--- src/rtl/hc_ctrl_pkg.sv ---
// Shared types for the push-button control slice: the repeat FSM state
// and the width helper for the channel-select index.
package hc_ctrl_pkg;

    typedef enum logic [1:0] {
        IDLE   = 2'd0,
        HOLD   = 2'd1,
        REPEAT = 2'd2,
        LOCK   = 2'd3
    } rpt_state_t;

    // A single channel still needs a 1-bit select port.
    function automatic int sel_width(input int n_ch);
        return (n_ch > 1) ? $clog2(n_ch) : 1;
    endfunction

endpackage

--- src/rtl/btn_repeat.sv ---
// One push-button channel: 2-FF synchronizer, debouncer and the
// IDLE/HOLD/REPEAT/LOCK auto-repeat FSM that produces step ticks.
module btn_repeat
    import hc_ctrl_pkg::*;
#(
    parameter int DEBOUNCE_CYC = 50000,
    parameter int HOLD_CYC     = 25000000,
    parameter int REPEAT_CYC   = 5000000
) (
    input  logic       i_CLK,
    input  logic       i_RST,
    input  logic       btn,
    input  logic       lock,
    input  logic       inhibit,
    output logic       level,
    output logic       press,
    output logic       tick,
    output logic [1:0] dbg_state
);

    localparam int DW   = $clog2(DEBOUNCE_CYC + 1);
    localparam int TMAX = (HOLD_CYC > REPEAT_CYC) ? HOLD_CYC : REPEAT_CYC;
    localparam int TW   = $clog2(TMAX + 1);

    logic [1:0]    sync;
    logic          level_d;
    logic [DW-1:0] db_cnt;

    rpt_state_t    state, state_nx;
    logic [TW-1:0] timer, timer_nx;
    logic          tick_nx;

    // The debounced level only moves after the synchronized input has
    // disagreed with it for DEBOUNCE_CYC consecutive cycles.
    always_ff @(posedge i_CLK or posedge i_RST) begin
        if (i_RST) begin
            sync    <= 2'b11;
            level   <= 1'b1;
            level_d <= 1'b1;
            db_cnt  <= '0;
        end else begin
            sync    <= {sync[0], btn};
            level_d <= level;
            if (sync[1] == level) begin
                db_cnt <= '0;
            end else if (db_cnt == DW'(DEBOUNCE_CYC - 1)) begin
                level  <= sync[1];
                db_cnt <= '0;
            end else begin
                db_cnt <= db_cnt + 1'b1;
            end
        end
    end

    assign press = level_d & ~level;

    always_comb begin
        state_nx = state;
        timer_nx = timer + 1'b1;
        tick_nx  = 1'b0;
        case (state)
            IDLE: begin
                timer_nx = '0;
                if (press) begin
                    state_nx = HOLD;
                    tick_nx  = 1'b1;
                end
            end
            HOLD: begin
                if (level) begin
                    state_nx = IDLE;
                    timer_nx = '0;
                end else if (lock) begin
                    state_nx = LOCK;
                    timer_nx = '0;
                end else if (timer == TW'(HOLD_CYC - 1)) begin
                    state_nx = REPEAT;
                    tick_nx  = 1'b1;
                    timer_nx = '0;
                end
            end
            REPEAT: begin
                if (level) begin
                    state_nx = IDLE;
                    timer_nx = '0;
                end else if (lock) begin
                    state_nx = LOCK;
                    timer_nx = '0;
                end else if (timer == TW'(REPEAT_CYC - 1)) begin
                    tick_nx  = 1'b1;
                    timer_nx = '0;
                end
            end
            LOCK: begin
                timer_nx = '0;
                if (level) state_nx = IDLE;
            end
            default: begin
                state_nx = IDLE;
                timer_nx = '0;
            end
        endcase
    end

    // Ticks are masked, not the FSM, so a two-button hold still times out normally.
    always_ff @(posedge i_CLK or posedge i_RST) begin
        if (i_RST) begin
            state <= IDLE;
            timer <= '0;
            tick  <= 1'b0;
        end else begin
            state <= state_nx;
            timer <= timer_nx;
            tick  <= tick_nx & ~inhibit;
        end
    end

    assign dbg_state = state;

endmodule

--- src/rtl/num2seg.sv ---
// Two-digit hex 7-segment encoder: each byte is {dp, g, f, e, d, c, b, a},
// active-high; the low byte shows the low nibble.
module num2seg #(
    parameter int DP = 3
) (
    input  logic [7:0]  num,
    output logic [15:0] seg
);

    function automatic logic [6:0] hex7(input logic [3:0] d);
        logic [6:0] s;
        case (d)
            4'h0: s = 7'h3F;
            4'h1: s = 7'h06;
            4'h2: s = 7'h5B;
            4'h3: s = 7'h4F;
            4'h4: s = 7'h66;
            4'h5: s = 7'h6D;
            4'h6: s = 7'h7D;
            4'h7: s = 7'h07;
            4'h8: s = 7'h7F;
            4'h9: s = 7'h6F;
            4'hA: s = 7'h77;
            4'hB: s = 7'h7C;
            4'hC: s = 7'h39;
            4'hD: s = 7'h5E;
            4'hE: s = 7'h79;
            default: s = 7'h71;
        endcase
        return s;
    endfunction

    // DP selects which digit lights its point; values outside 0..1 light none.
    localparam logic DP0 = (DP == 0);
    localparam logic DP1 = (DP == 1);

    assign seg = {DP1, hex7(num[7:4]), DP0, hex7(num[3:0])};

endmodule

--- src/rtl/multi_value_control.sv ---
// N_CH saturating setpoints edited by shared inc/dec buttons with
// auto-repeat; a select button picks the channel shown on the display.
module multi_value_control
    import hc_ctrl_pkg::*;
#(
    parameter int N_CH         = 4,
    parameter int N_BIT        = 8,
    parameter int INTEGER_STEP = 1,
    parameter int INTEGER_MIN  = 0,
    parameter int INTEGER_MAX  = 255,
    parameter int INTEGER_RST  = 0,
    parameter int DEBOUNCE_CYC = 50000,
    parameter int HOLD_CYC     = 25000000,
    parameter int REPEAT_CYC   = 5000000,
    parameter int DP           = 3,
    parameter int SHIFT        = 0
) (
    input  logic                       i_CLK,
    input  logic                       i_RST,
    input  logic                       inc_btn,
    input  logic                       dec_btn,
    input  logic                       sel_btn,
    output logic [N_CH*N_BIT-1:0]      count,
    output logic [sel_width(N_CH)-1:0] o_sel,
    output logic                       o_update,
    output logic [15:0]                o_seg,
    output logic [7:0]                 o_seg0,
    output logic [7:0]                 o_seg1
);

    localparam int SEL_W = sel_width(N_CH);
    localparam logic [N_BIT:0]   STEP_W = (N_BIT + 1)'(INTEGER_STEP);
    localparam logic [N_BIT:0]   MIN_W  = (N_BIT + 1)'(INTEGER_MIN);
    localparam logic [N_BIT:0]   MAX_W  = (N_BIT + 1)'(INTEGER_MAX);
    localparam logic [N_BIT-1:0] RST_V  = N_BIT'(INTEGER_RST);

    logic       inc_level, inc_press, inc_tick;
    logic       dec_level, dec_press, dec_tick;
    logic       sel_level, sel_press, sel_tick;
    logic [1:0] inc_state, dec_state, sel_state;
    logic       both_held;

    assign both_held = ~inc_level & ~dec_level;

    btn_repeat #(
        .DEBOUNCE_CYC(DEBOUNCE_CYC), .HOLD_CYC(HOLD_CYC), .REPEAT_CYC(REPEAT_CYC)
    ) u_inc (
        .i_CLK(i_CLK), .i_RST(i_RST), .btn(inc_btn), .lock(sel_press),
        .inhibit(both_held), .level(inc_level), .press(inc_press),
        .tick(inc_tick), .dbg_state(inc_state)
    );

    btn_repeat #(
        .DEBOUNCE_CYC(DEBOUNCE_CYC), .HOLD_CYC(HOLD_CYC), .REPEAT_CYC(REPEAT_CYC)
    ) u_dec (
        .i_CLK(i_CLK), .i_RST(i_RST), .btn(dec_btn), .lock(sel_press),
        .inhibit(both_held), .level(dec_level), .press(dec_press),
        .tick(dec_tick), .dbg_state(dec_state)
    );

    // Only the debounced press edge of the select button is used.
    btn_repeat #(
        .DEBOUNCE_CYC(DEBOUNCE_CYC), .HOLD_CYC(HOLD_CYC), .REPEAT_CYC(REPEAT_CYC)
    ) u_sel (
        .i_CLK(i_CLK), .i_RST(i_RST), .btn(sel_btn), .lock(1'b0),
        .inhibit(1'b0), .level(sel_level), .press(sel_press),
        .tick(sel_tick), .dbg_state(sel_state)
    );

    logic unused_dbg;
    assign unused_dbg = ^{inc_press, dec_press, sel_level, sel_tick,
                          inc_state, dec_state, sel_state};

    logic [N_BIT-1:0] val [N_CH];
    logic [N_BIT-1:0] cur, nxt;
    logic [N_BIT:0]   wide;

    // Arithmetic is one bit wider than the value so neither bound can wrap.
    always_comb begin
        cur  = val[o_sel];
        nxt  = cur;
        wide = '0;
        if (inc_tick && !dec_tick) begin
            wide = {1'b0, cur} + STEP_W;
            nxt  = (wide > MAX_W) ? MAX_W[N_BIT-1:0] : wide[N_BIT-1:0];
        end else if (dec_tick && !inc_tick) begin
            wide = {1'b0, cur};
            nxt  = (wide < MIN_W + STEP_W) ? MIN_W[N_BIT-1:0]
                                          : cur - STEP_W[N_BIT-1:0];
        end
    end

    always_ff @(posedge i_CLK or posedge i_RST) begin
        if (i_RST) begin
            for (int k = 0; k < N_CH; k++) val[k] <= RST_V;
            o_sel    <= '0;
            o_update <= 1'b0;
        end else begin
            o_update <= 1'b0;
            if (nxt != cur) begin
                val[o_sel] <= nxt;
                o_update   <= 1'b1;
            end
            if (sel_press) begin
                o_sel <= (o_sel == SEL_W'(N_CH - 1)) ? '0 : o_sel + 1'b1;
            end
        end
    end

    always_comb begin
        count = '0;
        for (int k = 0; k < N_CH; k++) count[k*N_BIT +: N_BIT] = val[k];
    end

    logic [7:0] disp;
    assign disp = 8'(cur >> SHIFT);

    num2seg #(.DP(DP)) u_seg (
        .num(disp),
        .seg(o_seg)
    );

    assign o_seg0 = o_seg[7:0];
    assign o_seg1 = o_seg[15:8];

endmodule

--- config.mk ---
export PLATFORM = sky130hd
export DESIGN_NAME = multi_value_control
export DESIGN_NICKNAME = d
export VERILOG_FILES = /design/src/rtl/hc_ctrl_pkg.sv /design/src/rtl/btn_repeat.sv /design/src/rtl/num2seg.sv /design/src/rtl/multi_value_control.sv
export SDC_FILE = /design/constraint.sdc
export NUM_CORES = 1
export LEC_CHECK = 0
export BUFFER_PORTS_ARGS = -buffer_cell sky130_fd_sc_hd__buf_2
export CORE_MARGIN = 3
export CORE_UTILIZATION = 60
export CTS_CLUSTER_DIAMETER = 50
export CTS_CLUSTER_SIZE = 40
export DETAILED_ROUTE_END_ITERATION = 12
export PLACE_DENSITY_LB_ADDON = 0.12
export SYNTH_ARGS = -nofsm -noshare
export SYNTH_HDL_FRONTEND = slang
export SYNTH_SLANG_ARGS = --single-unit
--- constraint.sdc ---
create_clock -name i_CLK -period 6.45 [get_ports i_CLK]
set_input_delay 0.9675 -clock i_CLK [delete_from_list [all_inputs] [get_ports i_CLK]]
set_output_delay 0.9675 -clock i_CLK [all_outputs]
set_load 0.005 [all_outputs]
After elaboration in Yosys (flattened, before gate mapping)
Memory sizes are Yosys's and may differ from the RTL's.
Cells that the tools add are included.
- bits in registers: 151
- bits in read-only memories: 224
- input port bits: 5
- output and inout bits: 67
- word-level logic and storage cells: 155
- memories: 2
- $add $sub $neg: 8
- $lt $le $gt $ge: 4
- eq/ne operators: 26
- multiplexer cells: 63
- bitwise operators: 14
- reductions and logical operators: 14
- memories (memory ; words ; bits a word ; rd ports ; clocked after memory_dff ; wr ports ; line ; text):
    (no name shown) ; 16 ; 7 ; 1 ; 0 ; 0 ; num2seg.sv:12 ; case (d)
    (no name shown) ; 16 ; 7 ; 1 ; 0 ; 0 ; num2seg.sv:12 ;
- operator list (kind ; number):
    2-to-1 mux 25 bit ; 12
    case mux 25 bit (3 select lines) ; 2
    2-to-1 mux 16 bit ; 6
    2-to-1 mux 8 bit ; 7
    adder 25 x 1 -> 25 bit (second input constant) ; 2
    == test 25 x 23 -> 1 bit (second input constant) ; 2
    == test 25 bit (second input constant) ; 2
    adder 16 x 1 -> 16 bit (second input constant) ; 3
    == test 16 bit (second input constant) ; 3
    bitwise mux 32 bit ; 1
    2-to-1 mux 2 bit ; 14
    binary-select mux 8 bit (select 2 bit) ; 1
    demux 8 bit (select 2 bit) ; 1
    case mux 2 bit (4 select lines) ; 2
    2-to-1 mux 1 bit ; 15
    == test 2 bit (second input constant) ; 5
    adder 8 x 1 -> 9 bit (second input constant) ; 1
    greater-than comparator 9 x 8 -> 1 bit (second input constant) ; 1
    less-than comparator 8 x 1 -> 1 bit (second input constant) ; 1
    inequality test 4 x 2 -> 1 bit (second input constant) ; 2
    inequality test 8 bit ; 1
    AND reduction 4 bit ; 2
    subtractor 8 x 1 -> 8 bit (second input constant) ; 1
    NOT 1 bit ; 7
    other kinds (16) ; 35

Depth between registers and ports, before layout
- word-level depth: 10
- gate-level depth with buffers: 12
- mapped depth without buffers: 10

Hierarchy
A second synthesis with hierarchy kept.
- cells, all modules: 1034
- area, all modules: 10179.8 µm²
- by module, submodules not included (module ; instances ; cells each ; area an instance (µm²) ; seq. area each (µm²)):
    btn_repeat at u_inc ... ; 2 ; 237 ; 2344.7 ; 1206.2
    btn_repeat at u_dec ; 1 ; 251 ; 2489.9 ; 1206.2
    multi_value_control ; 1 ; 240 ; 2403.6 ; 875.8
    num2seg ; 1 ; 69 ; 596.8 ; 0.0

Worst setup path after synthesis
Ideal clock, no wire load.
- kind: register -> output
- from: register o_sel[0]
- to: output port o_seg1[5]
- arrival time: 2.336 ns
- required time: 5.483 ns
- path slack: 3.147 ns
- cell stages (with the launch flop): 9
- path buffers: 3
- cell sequence: dfrtp_1 -> buf_6 -> mux4_2 -> inv_1 -> ha_1 -> clkbuf_1 -> inv_1 -> a22oi_1 -> buf_4
- longest elaborated chain between the ends: 5
- ends and longest elaborated chain (item ; line ; text):
    from (decl) ; multi_value_control.sv:24 ; output logic [sel_width(N_CH)-1:0] o_sel,
    from (signal assigned) ; multi_value_control.sv:105 ; o_sel <= (o_sel == SEL_W'(N_CH - 1)) ? '0 : o_sel + 1'b1;
    NOT 2 -> 3 bit (implied by the code) ; multi_value_control.sv:80 ; cur = val[o_sel];
    binary-select mux 8 bit (select 2 bit) ; multi_value_control.sv:80 ;
    2-to-1 mux 8 bit (implied by the code) (2 in series) ; multi_value_control.sv:80 ;
    memory read (16 x 7 bit) ; - ;
    to (decl) ; multi_value_control.sv:28 ; output logic [7:0] o_seg1
No other way between the ends. The select of a mux whose other input is x is not followed.

Final worst setup path
- from: register o_sel[1]
- to: output port o_seg[11]
- longest elaborated chain between the ends: 5
- ends and longest elaborated chain (item ; line ; text):
    NOT 2 -> 3 bit (implied by the code) ; multi_value_control.sv:80 ;
    binary-select mux 8 bit (select 2 bit) ; multi_value_control.sv:80 ;
    2-to-1 mux 8 bit (implied by the code) (2 in series) ; multi_value_control.sv:80 ;
    memory read (16 x 7 bit) ; - ;
    to (decl) ; multi_value_control.sv:26 ; output logic [15:0] o_seg,
No other way between the ends. The select of a mux whose other input is x is not followed.

==> qor.txt <==
status -> complete, no violations
sequential fraction of the synthesis area -> 0.449
worst hold path class -> flop to flop
sw frac -> 0.215
utilization after layout -> 0.695
Layout area overhead -> 11.2%
# port buffers -> 67
Peak Freq -> 240 MHz
post-route cell area -> 9390 um2
worst-margin pin slew -> 1.00 ns
Worst path max stage delay -> 0.89 ns
# diodes -> 0
1st-iter DRT viols -> 452
Tot GR Track Use -> 0.248
Reg2Reg Depth -> 8
Slowest-stage cell, CP -> dfrtp_1
routability congestion estimate -> 0.937
Worst R2R Start -> o_sel[0]
main flop type after synthesis -> dfrtp_1
Slew Viols, Final -> 0
Max H-tree Level -> 4
Die Area -> 15,500 um2
slew margin rel. -> 0.331
crit path DAT -> 3.19 ns
Pleak -> 4.08 nW
first-pass GRT wire length -> 31.5 mm
dpl hpwl -> 13.2 mm
top cells by count, synth -> 151 x nor2_1, 139 x dfrtp_1, 55 x nand2_1
Nets -> 924
Final min period -> 4.16 ns
Psw -> 0.435 mW
Yosys reg bits -> 151
Final TNS setup -> 0 ns
die width -> 125 um
clk buf depth -> 2
count leader, synth -> nor2_1
max-cap violations -> 0
root buffer cell -> clkbuf_16
pin count of the biggest net entering global routing -> 86
largest cells by area after synthesis -> dfrtp_1 41%, nor2_1 6.7%, xnor2_1 5.0%
Pint -> 1.59 mW
drt total wl -> 18.7 mm
Worst Hold Depth -> 0
Power Total -> 2.02 mW
Detailed Routing Iterations Pass 1 -> 7
RSZ-0062 raised after global routing -> false
final worst path period share -> 0.645
starting density of the core -> 0.625
Worst EP required -> 5.48 ns
Post-synth EDFFs -> 0
vias in the first global route -> 6,383
Hold Startpoint -> u_sel.sync[0]
Comb power frac -> 0.016
TritonCTS Buffers -> 17
synth unique cells -> 72
Hold EP -> u_sel.sync[1]
CP top delay family -> multiplexers
IO Count -> 72
DRC -> 0
initial antenna violation count -> 0
WP buf/inv -> 3
Die Ht -> 125 um
share of the synthesized area in the top cell type -> 0.412
Gate Count Post-Synth -> 847
row cnt -> 42
Hold Buf Count CTS -> 0
Via Count -> 6,327
Warnings, synthesis -> 0
Crit. End Element -> primary output
CP Cell Sequence -> mux2i_1 -> mux2_2 -> inv_1 -> ha_1 -> mux4_2 -> inv_1 -> buf_2
syn_area_per_cell -> 9.97 um2
Reg2Reg Setup Slack -> 2.59 ns
final count of hold timing violations -> 0
final std cells w/o fill -> 1,085
worst skew pair latency -> 0.43 ns
GRT overflow -> 0
drt via density -> 5.83
clock-pin slew on the worst setup and hold paths -> 0.06 ns
final setup violation count -> 0
drt wl/cell -> 17.2 um
Worst Skew -> 0.00974 ns
Clock Sinks -> 151
FFs w/ async S/R, synth -> 1.00
Mapped Area -> 8440 um2
antenna-violating nets left -> 0
PD cells -> 215 nW/um2
register area -> 3790 um2
cell taking the most area after synthesis -> dfrtp_1
Top cell by count, worst path -> inv_1
Crit Path Class -> flop to primary output
CTS tree -> yes
Startpoint Class -> flop
fillcell total -> 1,034
Area after DPL -> 8770 um2
Sequential Power Share -> 0.475
core area -> 13,500 um2
Clock Power Share -> 0.509
Placed Cells -> 1,053
Gates resized, CTS repair -> 0
share of post-route cells with drive strength above 1 -> 0.172
Post-CTS Setup Inserts -> 0
crit path max fanout -> 23
footprint of the multi-input gates -> 4300 um2
RR Endpoint -> count[27]
peak supply drop -> 209 uV
[cell usage in the layout (no fill, tap or decap), types with 5 or more instances in the layout]
cell type,Yosys,routed
xor2_1,47,47
xnor2_1,48,48
ha_1,23,23
a21oi_1,21,21
o21ai_0,17,17
mux2_1,30,30
clkbuf_16,0,17
dfrtp_1,139,139
and2_1,5,5
and3_1,17,17
nand4_1,20,20
mux2_2,8,8
nor3_1,24,24
mux4_2,9,9
nor4_1,9,9
nor2_1,151,151
clkinv_4,0,5
inv_1,26,25
mux2i_1,6,6
nand2b_1,8,8
nand3_1,43,43
buf_2,1,67
nand2_1,55,55
dfstp_2,12,12
[flip-flops by register name, summed over array words and instances, names as in the netlist, 2 cells and up]
name / flops
count: 32
o_sel: 2
u_dec.db_cnt: 16
u_dec.dbg_state: 2
u_dec.sync: 2
u_dec.timer: 25
u_inc.db_cnt: 16
u_inc.dbg_state: 2
u_inc.sync: 2
u_inc.timer: 25
u_sel.db_cnt: 16
u_sel.sync: 2
[logic make-up (layout without fill, tap and decap cells)]
| logic type | after synthesis | in the layout | synth area share |
|---|---|---|---|
| buffers and inverters | 69 | 128 | 0.0427 |
| adders and majority gates | 23 | 23 | 0.0341 |
| other | 1 | 4 | 0.000444 |
| AOI/OAI and AO/OA | 77 | 77 | 0.0648 |
| DFF | 151 | 151 | 0.449 |
| and+or+nand+nor | 372 | 372 | 0.217 |
| muxes | 59 | 59 | 0.0936 |
| xor gates and xnor gates | 95 | 95 | 0.0985 |
[worst max-delay path by stage]
| stage | startpoint | end | slack (ns) | cells past startpoint |
|---|---|---|---|---|
| 4_1_cts | o_sel[1] | o_seg1[3] | 2.30 | 7 |
| 6_report | o_sel[1] | o_seg[11] | 2.29 | 7 |
| 5_1_grt | o_sel[0] | o_seg[13] | 2.07 | 6 |
| 2_1_floorplan | i_RST | count[0] | 1.44 | 1 |
| 3_5_place_dp | o_sel[0] | count[27] | 2.65 | 8 |
| 3_3_place_gp | o_sel[0] | count[27] | 2.85 | 8 |
[cell type report]
| cell class | count | area share |
|---|---|---|
| repair buffers | 69 | 0.0373 |
| flip-flops and latches | 151 | 0.404 |
| well taps | 176 | 0.0235 |
| multi-input cells | 630 | 0.458 |
| clock inverters | 13 | 0.0181 |
| clock buffers | 19 | 0.0472 |
| inverters | 27 | 0.0116 |
[layer usage]
metal / global-route usage / part of all wire / vias to the layer above
met2: 0.406 / 0.49 / 154
met3: 0.0510 / 0.041 / 34
met5: 0 / 0 / -
met4: 0.0799 / 0.020 / 0
met1: 0.331 / 0.45 / 3145
li1: - / - / 2994
[power groups by stage]
stage          sequential [mW]  combinational (mW)  clock [mW]
2_1_floorplan            0.976              0.0261           0
3_3_place_gp             0.977              0.0321           0
3_5_place_dp             0.977              0.0340           0
4_1_cts                  0.960              0.0343        1.05
5_1_grt                  0.960              0.0384        1.09
6_report                 0.960              0.0324        1.03
[stage by stage]
stage,hold WS (ns),setup WS (ns)
finish,0.356,2.29
global route,0.358,2.07
CTS,0.356,2.30
detailed placement,0.347,2.65
global placement,0.347,2.85
floorplan,0.345,1.44
No activity file was read; power rests on OpenSTA's default activity.
